<file path="config.mk">
export PLATFORM = sky130hd
export DESIGN_NAME = cordic_result_fifo_flat
export DESIGN_NICKNAME = d
export VERILOG_FILES = /design/src/rtl/cordic_result_fifo_if.sv /design/src/rtl/cordic_result_fifo.sv /design/src/flat_wrapper.sv
export SDC_FILE = /design/constraint.sdc
export NUM_CORES = 1
export LEC_CHECK = 0
export ABC_AREA = 1
export CORE_MARGIN = 8
export CORE_UTILIZATION = 35
export CTS_CLUSTER_SIZE = 25
export DETAILED_ROUTE_END_ITERATION = 8
export PLACE_DENSITY = 0.5
export SLEW_MARGIN = 20
export SYNTH_ARGS = -nofsm -noshare
export SYNTH_HDL_FRONTEND = slang
export SYNTH_SLANG_ARGS = --single-unit
</file>
<file path="constraint.sdc">
create_clock -name CLK1 -period 5.5 [get_ports CLK1]
set_input_delay 0.825 -clock CLK1 [delete_from_list [all_inputs] [get_ports CLK1]]
set_output_delay 0.825 -clock CLK1 [all_outputs]
set_load 0.03 [all_outputs]
</file>
<file path="src/rtl/cordic_result_fifo_if.sv">
// Handshake bundle between a CORDIC result stage, the result FIFO and its consumer.
// The slave modport is the FIFO itself; the master modport is the surrounding logic.
interface cordic_result_fifo_if #(
   parameter int WIDTH = 13,
   parameter int DEPTH = 8
);
   localparam int CW = $clog2(DEPTH) + 1;

   logic [WIDTH-1:0] Data_In;
   logic             Data_Ready;
   logic             IN_N_OUT;
   logic [WIDTH-1:0] Out_Data;
   logic             Out_Mode;
   logic             Out_Valid;
   logic             Out_Ready;
   logic [CW-1:0]    Count;
   logic             Full;
   logic             Empty;
   logic             Overflow;
   logic             Clr_Ovf;

   modport master (
      output Data_In, Data_Ready, IN_N_OUT, Out_Ready, Clr_Ovf,
      input  Out_Data, Out_Mode, Out_Valid, Count, Full, Empty, Overflow
   );

   modport slave (
      input  Data_In, Data_Ready, IN_N_OUT, Out_Ready, Clr_Ovf,
      output Out_Data, Out_Mode, Out_Valid, Count, Full, Empty, Overflow
   );
endinterface

</file>
<file path="src/rtl/cordic_result_fifo.sv">
// First-word fall-through FIFO capturing CORDIC results on the rising edge of
// Data_Ready. Each entry holds the result word plus its mode bit. A push into a
// full FIFO without a simultaneous pop is dropped and latches a sticky Overflow.
module cordic_result_fifo #(
   parameter int WIDTH = 13,
   parameter int DEPTH = 8
) (
   input  logic                 CLK1,
   input  logic                 RST,
   cordic_result_fifo_if.slave  bus
);
   localparam int AW = $clog2(DEPTH);
   localparam int CW = AW + 1;

   // Entry layout: {mode, data}
   logic [WIDTH:0]    mem [DEPTH];
   logic [WIDTH:0]    head;

   logic [AW-1:0]     wr_ptr_reg;
   logic [AW-1:0]     rd_ptr_reg;
   logic [CW-1:0]     count_reg;
   logic [CW-1:0]     count_next;
   logic              rdy_d_reg;
   logic              overflow_reg;

   logic              push_evt;
   logic              push_ok;
   logic              pop;
   logic              drop;
   logic              full;
   logic              empty;

   // Status is decoded purely from the registered count, so Out_Ready never
   // reaches Full/Empty/Out_Valid combinationally.
   assign full  = (count_reg == CW'(DEPTH));
   assign empty = (count_reg == '0);

   // A held Data_Ready level only counts once: push on its rising edge.
   assign push_evt = bus.Data_Ready & ~rdy_d_reg;
   assign pop      = ~empty & bus.Out_Ready;
   // When full, a same-cycle pop frees the slot the push needs.
   assign push_ok  = push_evt & (~full | pop);
   assign drop     = push_evt & full & ~pop;

   // Next occupancy: net change of +1, -1 or 0.
   always_comb begin
      count_next = count_reg;
      case ({push_ok, pop})
         2'b10:   count_next = count_reg + CW'(1);
         2'b01:   count_next = count_reg - CW'(1);
         default: count_next = count_reg;
      endcase
   end

   // Pointers, occupancy, edge detector and sticky overflow.
   always_ff @(posedge CLK1 or posedge RST) begin
      if (RST) begin
         wr_ptr_reg   <= '0;
         rd_ptr_reg   <= '0;
         count_reg    <= '0;
         rdy_d_reg    <= 1'b0;
         overflow_reg <= 1'b0;
      end else begin
         rdy_d_reg <= bus.Data_Ready;
         count_reg <= count_next;
         if (push_ok) begin
            wr_ptr_reg <= wr_ptr_reg + AW'(1);
         end
         if (pop) begin
            rd_ptr_reg <= rd_ptr_reg + AW'(1);
         end
         // A drop in the same cycle as a clear keeps the flag set.
         if (drop) begin
            overflow_reg <= 1'b1;
         end else if (bus.Clr_Ovf) begin
            overflow_reg <= 1'b0;
         end
      end
   end

   // Storage write; contents are not reset, only the pointers are.
   always_ff @(posedge CLK1) begin
      if (push_ok && !RST) begin
         mem[wr_ptr_reg] <= {bus.IN_N_OUT, bus.Data_In};
      end
   end

   // Fall-through read of the head entry; storage is not read when empty.
   assign head = empty ? '0 : mem[rd_ptr_reg];

   assign bus.Out_Data  = head[WIDTH-1:0];
   assign bus.Out_Mode  = head[WIDTH];
   assign bus.Out_Valid = ~empty;
   assign bus.Count     = count_reg;
   assign bus.Full      = full;
   assign bus.Empty     = empty;
   assign bus.Overflow  = overflow_reg;
endmodule

</file>
<file path="src/flat_wrapper.sv">
// flat-port wrapper written by rule: the top's interface ports become plain ports
module cordic_result_fifo_flat 
#(
   parameter int WIDTH = 13,
   parameter int DEPTH = 8
)
  (CLK1, RST, bus_Data_In, bus_Data_Ready, bus_IN_N_OUT, bus_Out_Ready, bus_Clr_Ovf, bus_Out_Data, bus_Out_Mode, bus_Out_Valid, bus_Count, bus_Full, bus_Empty, bus_Overflow);
  cordic_result_fifo_if #(.WIDTH(WIDTH), .DEPTH(DEPTH)) bus_i ();
  input  logic CLK1;
  input  logic RST;
  input wire logic [$bits(bus_i.Data_In)-1:0] bus_Data_In;
  input wire logic [$bits(bus_i.Data_Ready)-1:0] bus_Data_Ready;
  input wire logic [$bits(bus_i.IN_N_OUT)-1:0] bus_IN_N_OUT;
  input wire logic [$bits(bus_i.Out_Ready)-1:0] bus_Out_Ready;
  input wire logic [$bits(bus_i.Clr_Ovf)-1:0] bus_Clr_Ovf;
  output wire logic [$bits(bus_i.Out_Data)-1:0] bus_Out_Data;
  output wire logic [$bits(bus_i.Out_Mode)-1:0] bus_Out_Mode;
  output wire logic [$bits(bus_i.Out_Valid)-1:0] bus_Out_Valid;
  output wire logic [$bits(bus_i.Count)-1:0] bus_Count;
  output wire logic [$bits(bus_i.Full)-1:0] bus_Full;
  output wire logic [$bits(bus_i.Empty)-1:0] bus_Empty;
  output wire logic [$bits(bus_i.Overflow)-1:0] bus_Overflow;
  assign bus_i.Data_In = bus_Data_In;
  assign bus_i.Data_Ready = bus_Data_Ready;
  assign bus_i.IN_N_OUT = bus_IN_N_OUT;
  assign bus_i.Out_Ready = bus_Out_Ready;
  assign bus_i.Clr_Ovf = bus_Clr_Ovf;
  assign bus_Out_Data = bus_i.Out_Data;
  assign bus_Out_Mode = bus_i.Out_Mode;
  assign bus_Out_Valid = bus_i.Out_Valid;
  assign bus_Count = bus_i.Count;
  assign bus_Full = bus_i.Full;
  assign bus_Empty = bus_i.Empty;
  assign bus_Overflow = bus_i.Overflow;
  cordic_result_fifo #(.WIDTH(WIDTH), .DEPTH(DEPTH)) u_core (.CLK1(CLK1), .RST(RST), .bus(bus_i));
endmodule
</file>
==> run summary, run 1 <==
outcome: completed
PortBufs: 40
Max Slew Vio Count: 0
largest net degree at the start of global routing: 59
Pre-Repair DR Iteration Count: 4
clk_lat worst skew: 420 ps
GPL Wtd Cong: 0.7244
worst path required time: 4680 ps
Die Height: 136.9 um
post-route cell area: 6335 sq um
Relative slew margins: 33.79%
Final Cycle Share: 71.04%
initial antenna violation count: 0
RSZ-0062 raised after global routing: false
endpoints failing hold: 0
CTS Hold Bufs: 0
Setup violations, final: 0
Resized Gates After CTS: 0
postcts setup bufs: 0
Die ar.: 18750 sq um
H-Tree Depth: 4
Synth area leaders: edfxtp_1, nor2_1, dfrtp_1
worst r2r src: u_core.bus.Count[0]
final net count: 481
FILL cells: 1360
Clock Sinks: 124
Starting Density: 35.48%
arrival time of the worst setup path: 3080 ps
critical path, cell by cell: buf_4 -> o21ai_0 -> o32ai_1 -> o21ai_0 -> nor2_1 -> clkdlybuf4s50_1
num rows: 44
HPWL after detailed placement: 6.658 mm
PD cells: 581.3 nW/um^2
Antenna Cells: 0
PnR Total Power: 0.003683 W
CP Class: reg2out
Synthesis Warnings: 0
P_leak: 2.203 nW
Largest stage delay, worst path: 970 ps
Top cell by count, worst path: o21ai_0
register bit count reported by yosys: 124
Post-DP Area: 5712 sq um
Post-Syn Area: 5117 sq um
root buf cell: clkbuf_16
top cell type by total area after synthesis: edfxtp_1
Residual DRC: 0
vias in the first global route: 3443
Peak VDD IR: 0.0002234 V
CTS Buf Count: 17
Worst-Margin Slew: 991.7 ps
WHS: 529.5 ps
asr flop ratio synth: 9.677%
WL per Instance: 17.81 um
Netlist cell types: 28
Worst setup EP type: output pin
Post-Syn Instances: 411
Main synth FF type: edfxtp_1
Max Cap Viol: 0
num ports: 41
gr ovfl total: 0
clock skew: 5.448 ps
setup TNS: 0 ps
global-route wire length before repair: 18.84 mm
CTS tree: done
routed via count: 3253
Slowest cell on crit path: dfrtp_1
crit path from: u_core.rd_ptr_reg[1]
Top reg by flops: u_core.mem
Die Width: 136.9 um
Via-to-Cell Ratio: 4.959
hold_sp: u_core.bus.Overflow
Largest register FFs: 112
share of cells above drive strength 1: 12.71%
synthesized area per cell: 12.45 sq um
Min-Delay Path Class: reg2reg
post-synth top area share: 65.72%
Post-synth EDFFs: 112
WL final: 11.69 mm
Area growth syn-to-layout: 23.79%
CP Max Fanout: 31
Final min period: 3907 ps
initial DRC count: 273
fmax: 0.2559 GHz
core area: 14420 sq um
GRT Total Usage: 13.65%
startpoint types: register
syn_nets: 433
antenna viol nets, final: 0
sequential area share after synthesis: 71.59%
Worst-path clk slew: 60 ps
clk buf depth: 2
==> path summary, 6_finish.rpt <==
path / endpoint / slack [ps] / depth (start not counted)
worst max register to register: u_core.mem[2][0] / 3090 / 6
worst min-delay path: u_core.bus.Overflow / 530 / 2
min in group asynchronous: u_core.bus.Count[2] / 780 / 2
worst max-delay path: bus_Out_Mode / 1590 / 6
max in group asynchronous: u_core.rd_ptr_reg[0] / 4320 / 2
worst min register to register: u_core.bus.Overflow / 530 / 2
==> routing by layer <==
metal / track usage [%] / wire [um] / vias up
met5: 0 / 0 / -
met4: 5.613 / 148 / 0
met3: 4.699 / 472 / 9
met2: 21.69 / 5776 / 58
met1: 16.62 / 5289 / 1612
li1: - / - / 1574
==> stage by stage <==
step / instances / worst slack [ps] / util [%]
finish: 656 / 1593 / 43.92
floorplan: 411 / 2794 / -
global placement: 624 / 2055 / 39.60
global route: 656 / 1314 / 43.92
CTS: 656 / 1559 / 43.92
detailed placement: 624 / 2020 / 39.60
==> cell usage in the layout, fill, tap and decap left out, types with 2 or more instances in the layout <==
cell type | netlist | routed
nand2_2 | 4 | 4
nor2_2 | 4 | 4
o21ai_1 | 13 | 13
dfrtp_1 | 12 | 12
ha_1 | 3 | 3
inv_1 | 13 | 13
nand4_1 | 2 | 2
nor2_1 | 123 | 123
nand2_4 | 2 | 2
edfxtp_1 | 112 | 112
bufinv_16 | 0 | 4
o21ai_0 | 32 | 32
clkinv_2 | 0 | 3
xnor2_1 | 2 | 2
nand2_1 | 17 | 17
buf_4 | 5 | 10
inv_2 | 4 | 4
clkdlybuf4s50_1 | 0 | 40
o32ai_1 | 28 | 28
clkinvlp_4 | 0 | 6
xor2_1 | 4 | 4
clkbuf_16 | 0 | 17
nand3_1 | 8 | 8
==> critical path, delay by kind of cell (launching register included) <==
kind / cells / cell delay, ps
AOI/OAI and AO/OA: 3 / 390
and+or+nand+nor: 1 / 170
buffers and inverters: 2 / 1120
DFF: 1 / 970
==> final cells by class <==
class	instances	area, sq um	share of cell area (%)
flip-flops and latches	124	3664	57.83
inverters	17	63.81	1.007
clock inverters	15	197.7	3.121
repair buffers	50	475.5	7.505
well taps	184	230.2	3.634
clock buffers	17	425.4	6.715
multi-input cells	249	1279	20.19
==> cell families after synthesis <==
group | count (synthesis) | share of synthesized area, %
simple gates | 164 | 13.67
flops | 124 | 71.59
compound gates | 76 | 9.560
buf+inv | 38 | 3.423
xor+xnor | 6 | 1.027
fa+ha+maj | 3 | 0.7336
==> synth_stat cells, types with 2 or more instances <==
cell type / number
nand2_4: 2
ha_1: 3
nand2_2: 4
buf_2: 5
inv_2: 4
nor2_2: 4
xnor2_1: 2
nand3_1: 8
inv_1: 13
dfrtp_1: 12
nor2_1: 123
nand2_1: 17
nand4_1: 2
o21ai_1: 13
xor2_1: 4
edfxtp_1: 112
o32ai_1: 28
clkbuf_1: 10
buf_4: 5
o21ai_0: 32
==> power breakdown <==
part           switching, W  internal [W]  leakage (nW)  total, W
logic              0.000831      0.000489         0.763   0.00132
clock network      0.000406      0.000755         0.287   0.00116
registers          0.000107       0.00109          1.15   0.00120
total               0.00134       0.00234          2.20   0.00368
Note: power is estimated with default switching activity, not from simulation.
==> run 2, diff against run 1 <==
==> constraint.sdc (replaced) <==
create_clock -name CLK1 -period 3.7 [get_ports CLK1]
set_input_delay 0.555 -clock CLK1 [delete_from_list [all_inputs] [get_ports CLK1]]
set_output_delay 0.555 -clock CLK1 [all_outputs]
set_load 0.03 [all_outputs]
==> run summary, run 2 (synthesized netlist as in run 1, its figures left out) <==
Antenna Cells: 0 (unchanged)
Relative slew margins: 55.42% (+22 points)
Final min period: 2955 ps
Largest register FFs: 112 (unchanged)
WL final: 11.59 mm (-0.81%)
Pre-Repair DR Iteration Count: 4 (unchanged)
final core occ: 44.30% (+0.38 points)
num rows: 44 (unchanged)
global-route wire length before repair: 18.43 mm (-2.2%)
CP Max Fanout: 20 (-35%)
clk buf depth: 2 (unchanged)
P_leak: 2.261 nW (+2.7%)
GPL Wtd Cong: 0.7673 (+5.9%)
PD cells: 866.4 nW/um^2 (+49%)
arrival time of the worst setup path: 2400 ps (-680 ps)
Final Cycle Share: 79.86%
Slowest cell on crit path: clkdlybuf4s50_1
Worst setup EP type: output pin
HPWL after detailed placement: 6.896 mm (+3.6%)
FF-to-FF setup slack: 1750 ps (-1340 ps)
WP buf/inv: 3 (+1)
Die Height: 136.9 um (unchanged)
postcts setup bufs: 0 (unchanged)
share of cells above drive strength 1: 14.05% (+1.3 points)
Die Width: 136.9 um (unchanged)
setup TNS: 0 ps (unchanged)
Residual DRC: 0 (unchanged)
Via-to-Cell Ratio: 5.014 (+1.1%)
commonest non-fill, non-tap cell in the layout: nor2_1
Clock Sinks: 124 (unchanged)
CTS Hold Bufs: 0 (unchanged)
Max Cap Viol: 0 (unchanged)
Area growth syn-to-layout: 24.87%
gr ovfl total: 0 (unchanged)
Starting Density: 35.48% (unchanged)
Peak VDD IR: 0.0003792 V (+70%)
Multi-input gate area: 1279 sq um (unchanged)
initial DRC count: 278 (+1.8%)
CTS Buf Count: 17 (unchanged)
Worst-path clk slew: 60 ps (about the same)
WL per Instance: 17.54 um (-1.6%)
largest net degree at the start of global routing: 54 (-8.5%)
H-Tree Depth: 4 (unchanged)
grt met3 use: 5.029% (+0.33 points)
Top reg by flops: u_core.mem
endpoints failing hold: 0 (unchanged)
Register Area: 3664 sq um (unchanged)
Largest stage delay, worst path: 680 ps (-290 ps)
Setup violations, final: 0 (unchanged)
DP Cell Count: 629 (+0.80%)
reg2reg end: u_core.mem[4][4]
clock skew: 12.14 ps (+6.687 ps)
met2 Track Usage GR: 20.76% (-0.92 points)
CTS tree: done
num ports: 41 (unchanged)
outcome: completed
core area: 14420 sq um (unchanged)
vias in the first global route: 3396 (-1.4%)
GRT Total Usage: 13.20% (-0.44 points)
Die ar.: 18750 sq um (unchanged)
Final Non-Filler Cells: 661 (+0.76%)
PnR Total Power: 0.005536 W (+50%)
Worst-Margin Slew: 667.9 ps (-323.7 ps)
routing usage on met1: 16.30% (-0.32 points)
FILL cells: 1331 (-2.1%)
Resized Gates After CTS: 0 (unchanged)
initial antenna violation count: 0 (unchanged)
Min-Delay Path Class: in2async
worst path required time: 3140 ps (-1540 ps)
critical path, cell by cell: inv_2 -> buf_4 -> nor2_1 -> o32ai_1 -> o21ai_1 -> nor2_1 -> clkdlybuf4s50_1
Top cell by count, worst path: nor2_1
startpoint types: register
clk_lat worst skew: 410 ps (about the same)
routed via count: 3314 (+1.9%)
root buf cell: clkbuf_16
Max Slew Vio Count: 0 (unchanged)
PortBufs: 40 (unchanged)
antenna viol nets, final: 0 (unchanged)
WHS: 366.6 ps (-162.9 ps)
CP Class: reg2out
GR peak layer: met2
final net count: 486 (+1.0%)
commonest non-fill, non-tap cells in the layout: nor2_1, edfxtp_1, clkdlybuf4s50_1
delay-heaviest family, CP: buffers and inverters
worst r2r src: u_core.bus.Count[0]
fmax: 0.3384 GHz
RSZ-0062 raised after global routing: false
FF-to-FF path depth: 6 (unchanged)
[run 2: changes by cell type in the layout (fill, tap and decap cells not counted), sizes merged]
cell           before  now
clkinvlp            6    1
clkinv              4    9
clkdlybuf4s50      40   35
buf                10   20
inv                18   17
bufinv              4    5
[run 2: metal layers]
metal | share of wire [%] | up-vias
met5 | 0 | -
met4 | 1.3 | 0
met3 | 4.3 | 13
met2 | 49 | 62
met1 | 45 | 1650
li1 | - | 1589
[run 2: how the worst max path moves through the flow]
stage / depth (start not counted) / startpoint / to
after floorplan: 5 / u_core.bus.Count[0] / bus_Out_Data[4]
after global placement: 6 / u_core.rd_ptr_reg[0] / bus_Out_Data[2]
after detailed placement: 7 / bus_Data_Ready / u_core.mem[4][4]
after CTS: 6 / u_core.rd_ptr_reg[0] / bus_Out_Data[2]
after global routing: 6 / u_core.rd_ptr_reg[0] / bus_Out_Data[3]
final: 7 / u_core.rd_ptr_reg[0] / bus_Out_Data[8]
[run 2: cell type report]
| cell class | count | area share, % |
|---|---|---|
| clock inverter | 15 | 3.172 |
| clock buffer | 17 | 6.658 |
| timing repair buffer | 55 | 8.224 |
| sequential | 124 | 57.33 |
| inverter | 17 | 0.9986 |
| tap | 184 | 3.603 |
| multi-input combinational | 249 | 20.01 |
[run 2: report_power, final]
part	total (W)	switching, W	leakage (nW)	internal (W)
sequential	0.00172	0.0000909	1.15	0.00163
clock	0.00175	0.000569	0.309	0.00118
combinational	0.00207	0.00131	0.800	0.000755
[run 2: worst reg2reg max path, cell delays in order, from the launching register on]
cell and delay, ps:
dfrtp_1 500, nor4_2 120, nand2_2 130, nand2_2 90
or2_4 250, nor2_1 260, buf_4 290
[run 2: through the flow]
stage	setup slack [ps]	area, sq um
6_report	745.2	6390
5_1_grt	549.0	6390
4_1_cts	654.9	6390
3_5_place_dp	1108	5762
3_3_place_gp	1115	5762
2_1_floorplan	1264	5117
==> run 3, diff against run 2 <==
--- a/config.mk
+++ b/config.mk
@@ -10,7 +10,7 @@
 export CORE_UTILIZATION = 35
 export CTS_CLUSTER_SIZE = 25
 export DETAILED_ROUTE_END_ITERATION = 8
-export PLACE_DENSITY = 0.5
+export PLACE_DENSITY = 0.51
 export SLEW_MARGIN = 20
 export SYNTH_ARGS = -nofsm -noshare
 export SYNTH_HDL_FRONTEND = slang
==> constraint.sdc (replaced) <==
create_clock -name CLK1 -period 2.5 [get_ports CLK1]
set_input_delay 0.375 -clock CLK1 [delete_from_list [all_inputs] [get_ports CLK1]]
set_output_delay 0.375 -clock CLK1 [all_outputs]
set_load 0.03 [all_outputs]
==> run summary, run 3 (synthesized netlist as in run 1, its figures left out) <==
Die Width: 136.9 um (unchanged)
largest net degree at the start of global routing: 37 (-31%)
initial antenna violation count: 0 (unchanged)
Slowest cell on crit path: clkdlybuf4s50_1
dpl ws: 144.1 ps (-963.9 ps)
CTS Buf Count: 17 (unchanged)
HPWL after detailed placement: 7.219 mm (+4.7%)
Clock Sinks: 124 (unchanged)
CTS Hold Bufs: 0 (unchanged)
PortBufs: 40 (unchanged)
Final Cycle Share: 96.26%
worst r2r src: u_core.bus.Count[2]
clock skew: 7.518 ps (-4.618 ps)
endpoints failing hold: 0 (unchanged)
Worst setup EP type: output pin
Peak VDD IR: 0.0004876 V (+29%)
share of cells above drive strength 1: 16.63% (+2.6 points)
Residual DRC: 0 (unchanged)
RSZ-0062 raised after global routing: false
CP Max Fanout: 6 (-70%)
DP Cell Count: 640 (+1.7%)
WL final: 11.43 mm (-1.4%)
FILL cells: 1310 (-1.6%)
Worst-Margin Slew: 372.9 ps (-295.1 ps)
PD cells: 1231 nW/um^2 (+42%)
commonest non-fill, non-tap cell in the layout: nor2_1
Worst-path clk slew: 50 ps (about the same)
gr ovfl total: 0 (unchanged)
H-Tree Depth: 4 (unchanged)
root buf cell: clkbuf_16
Relative slew margins: 75.11% (+20 points)
num ports: 41 (unchanged)
setup TNS: 0 ps (unchanged)
clk buf depth: 2 (unchanged)
final net count: 497 (+2.3%)
Max Cap Viol: 0 (unchanged)
Antenna Cells: 0 (unchanged)
antenna viol nets, final: 0 (unchanged)
Setup violations, final: 0 (unchanged)
vias in the first global route: 3417 (+0.62%)
FF-to-FF setup slack: 650 ps (-1100 ps)
worst path required time: 2120 ps (-1020 ps)
global-route wire length before repair: 18.30 mm (-0.71%)
Via-to-Cell Ratio: 4.931 (-1.6%)
GRT Total Usage: 13.01% (-0.19 points)
WHS: 258.4 ps (-108.1 ps)
commonest non-fill, non-tap cells in the layout: nor2_1, edfxtp_1, o21ai_0
Max Slew Vio Count: 0 (unchanged)
outcome: completed
FF-to-FF path depth: 12 (+6)
post-route setup slack: 93.46 ps (-651.8 ps)
critical path, cell by cell: buf_4 -> nor4_2 -> clkdlybuf4s50_1
clk_lat worst skew: 400 ps (about the same)
Final min period: 2407 ps
Die ar.: 18750 sq um (unchanged)
P_leak: 2.315 nW (+2.4%)
crit path from: u_core.bus.Count[0]
WL per Instance: 17.04 um (-2.8%)
Die Height: 136.9 um (unchanged)
Largest stage delay, worst path: 740 ps (+60 ps)
Min-Delay Path Class: in2async
Top reg by flops: u_core.mem
startpoint types: register
CP endpoint: bus_Full
routed via count: 3309 (-0.15%)
Largest register FFs: 112 (unchanged)
Final Non-Filler Cells: 671 (+1.5%)
CP Class: reg2out
num rows: 44 (unchanged)
core area: 14420 sq um (unchanged)
reg2reg end: u_core.bus.Count[2]
CTS tree: done
GPL Wtd Cong: 0.7622 (-0.66%)
Starting Density: 35.48% (unchanged)
Area growth syn-to-layout: 24.74% (about the same)
Pre-Repair DR Iteration Count: 4 (unchanged)
fmax: 0.4155 GHz
initial DRC count: 261 (-6.1%)
arrival time of the worst setup path: 2030 ps (-370 ps)
[run 3: cell types whose count changed in the layout (fill, tap and decap cells not counted), sizes merged]
cell,change
buf,+9
dlymetal6s2s,+1
bufinv,-2
clkbuf,+12
clkdlybuf4s50,-10
clkinv,-1
clkinvlp,-1
dlygate4sd2,+2
[run 3: layout make-up]
type	instances	area (sq um)	area share (%)
sequential	124	3664	57.39
multi-input combinational	249	1279	20.03
timing repair buffer	66	584.3	9.153
clock buffer	20	436.7	6.840
tap	184	230.2	3.606
clock inverter	11	126.4	1.980
inverter	17	63.81	0.9996
[run 3: critical path, delay by kind of cell (launching register included)]
family        cells  cell delay [ps]
buf+inv           2              900
flops             1              380
simple gates      1              350
[run 3: per-layer routing]
| layer | GRT usage (%) | wire (um) |
|---|---|---|
| met1 | 15.54 | 4980 |
| met2 | 21.39 | 5730 |
| met3 | 4.112 | 556 |
| met4 | 5.190 | 167 |
| met5 | 0 | 0 |
[run 3: worst min-delay path by stage]
stage	slack [ps]	cells after the start	end	from
after floorplan	270	1	u_core.bus.Count[0]	RST
after global routing	290	2	u_core.wr_ptr_reg[1]	RST
final	260	2	u_core.wr_ptr_reg[2]	RST
after global placement	520	2	u_core.wr_ptr_reg[0]	u_core.wr_ptr_reg[0]
after detailed placement	540	1	u_core.wr_ptr_reg[2]	u_core.wr_ptr_reg[2]
after CTS	260	2	u_core.wr_ptr_reg[1]	RST
[run 3: metrics by stage]
step	power [W]	cell area (sq um)	utilization [%]
final	0.007861	6384	44.26
after global routing	0.008320	6384	44.26
after CTS	0.008008	6412	44.46
after detailed placement	0.005802	5862	40.64
after global placement	0.005774	5862	40.64
after floorplan	0.004645	5117	-
[run 3: power by group]
part	switching (W)	total [W]	leakage [nW]	internal, W
registers	0.000113	0.00253	1.15	0.00241
logic	0.00197	0.00301	0.883	0.00104
clock network	0.000782	0.00232	0.280	0.00154
total	0.00287	0.00786	2.31	0.00499
[run 3: what timing repair did]
| action | 4_1_cts | 5_1_grt |
|---|---|---|
| cloned | 0 | 0 |
| setup endpoints to repair | 11 | 12 |
| buffers inserted | 0 | 0 |
| resized for setup | 12 | 19 |
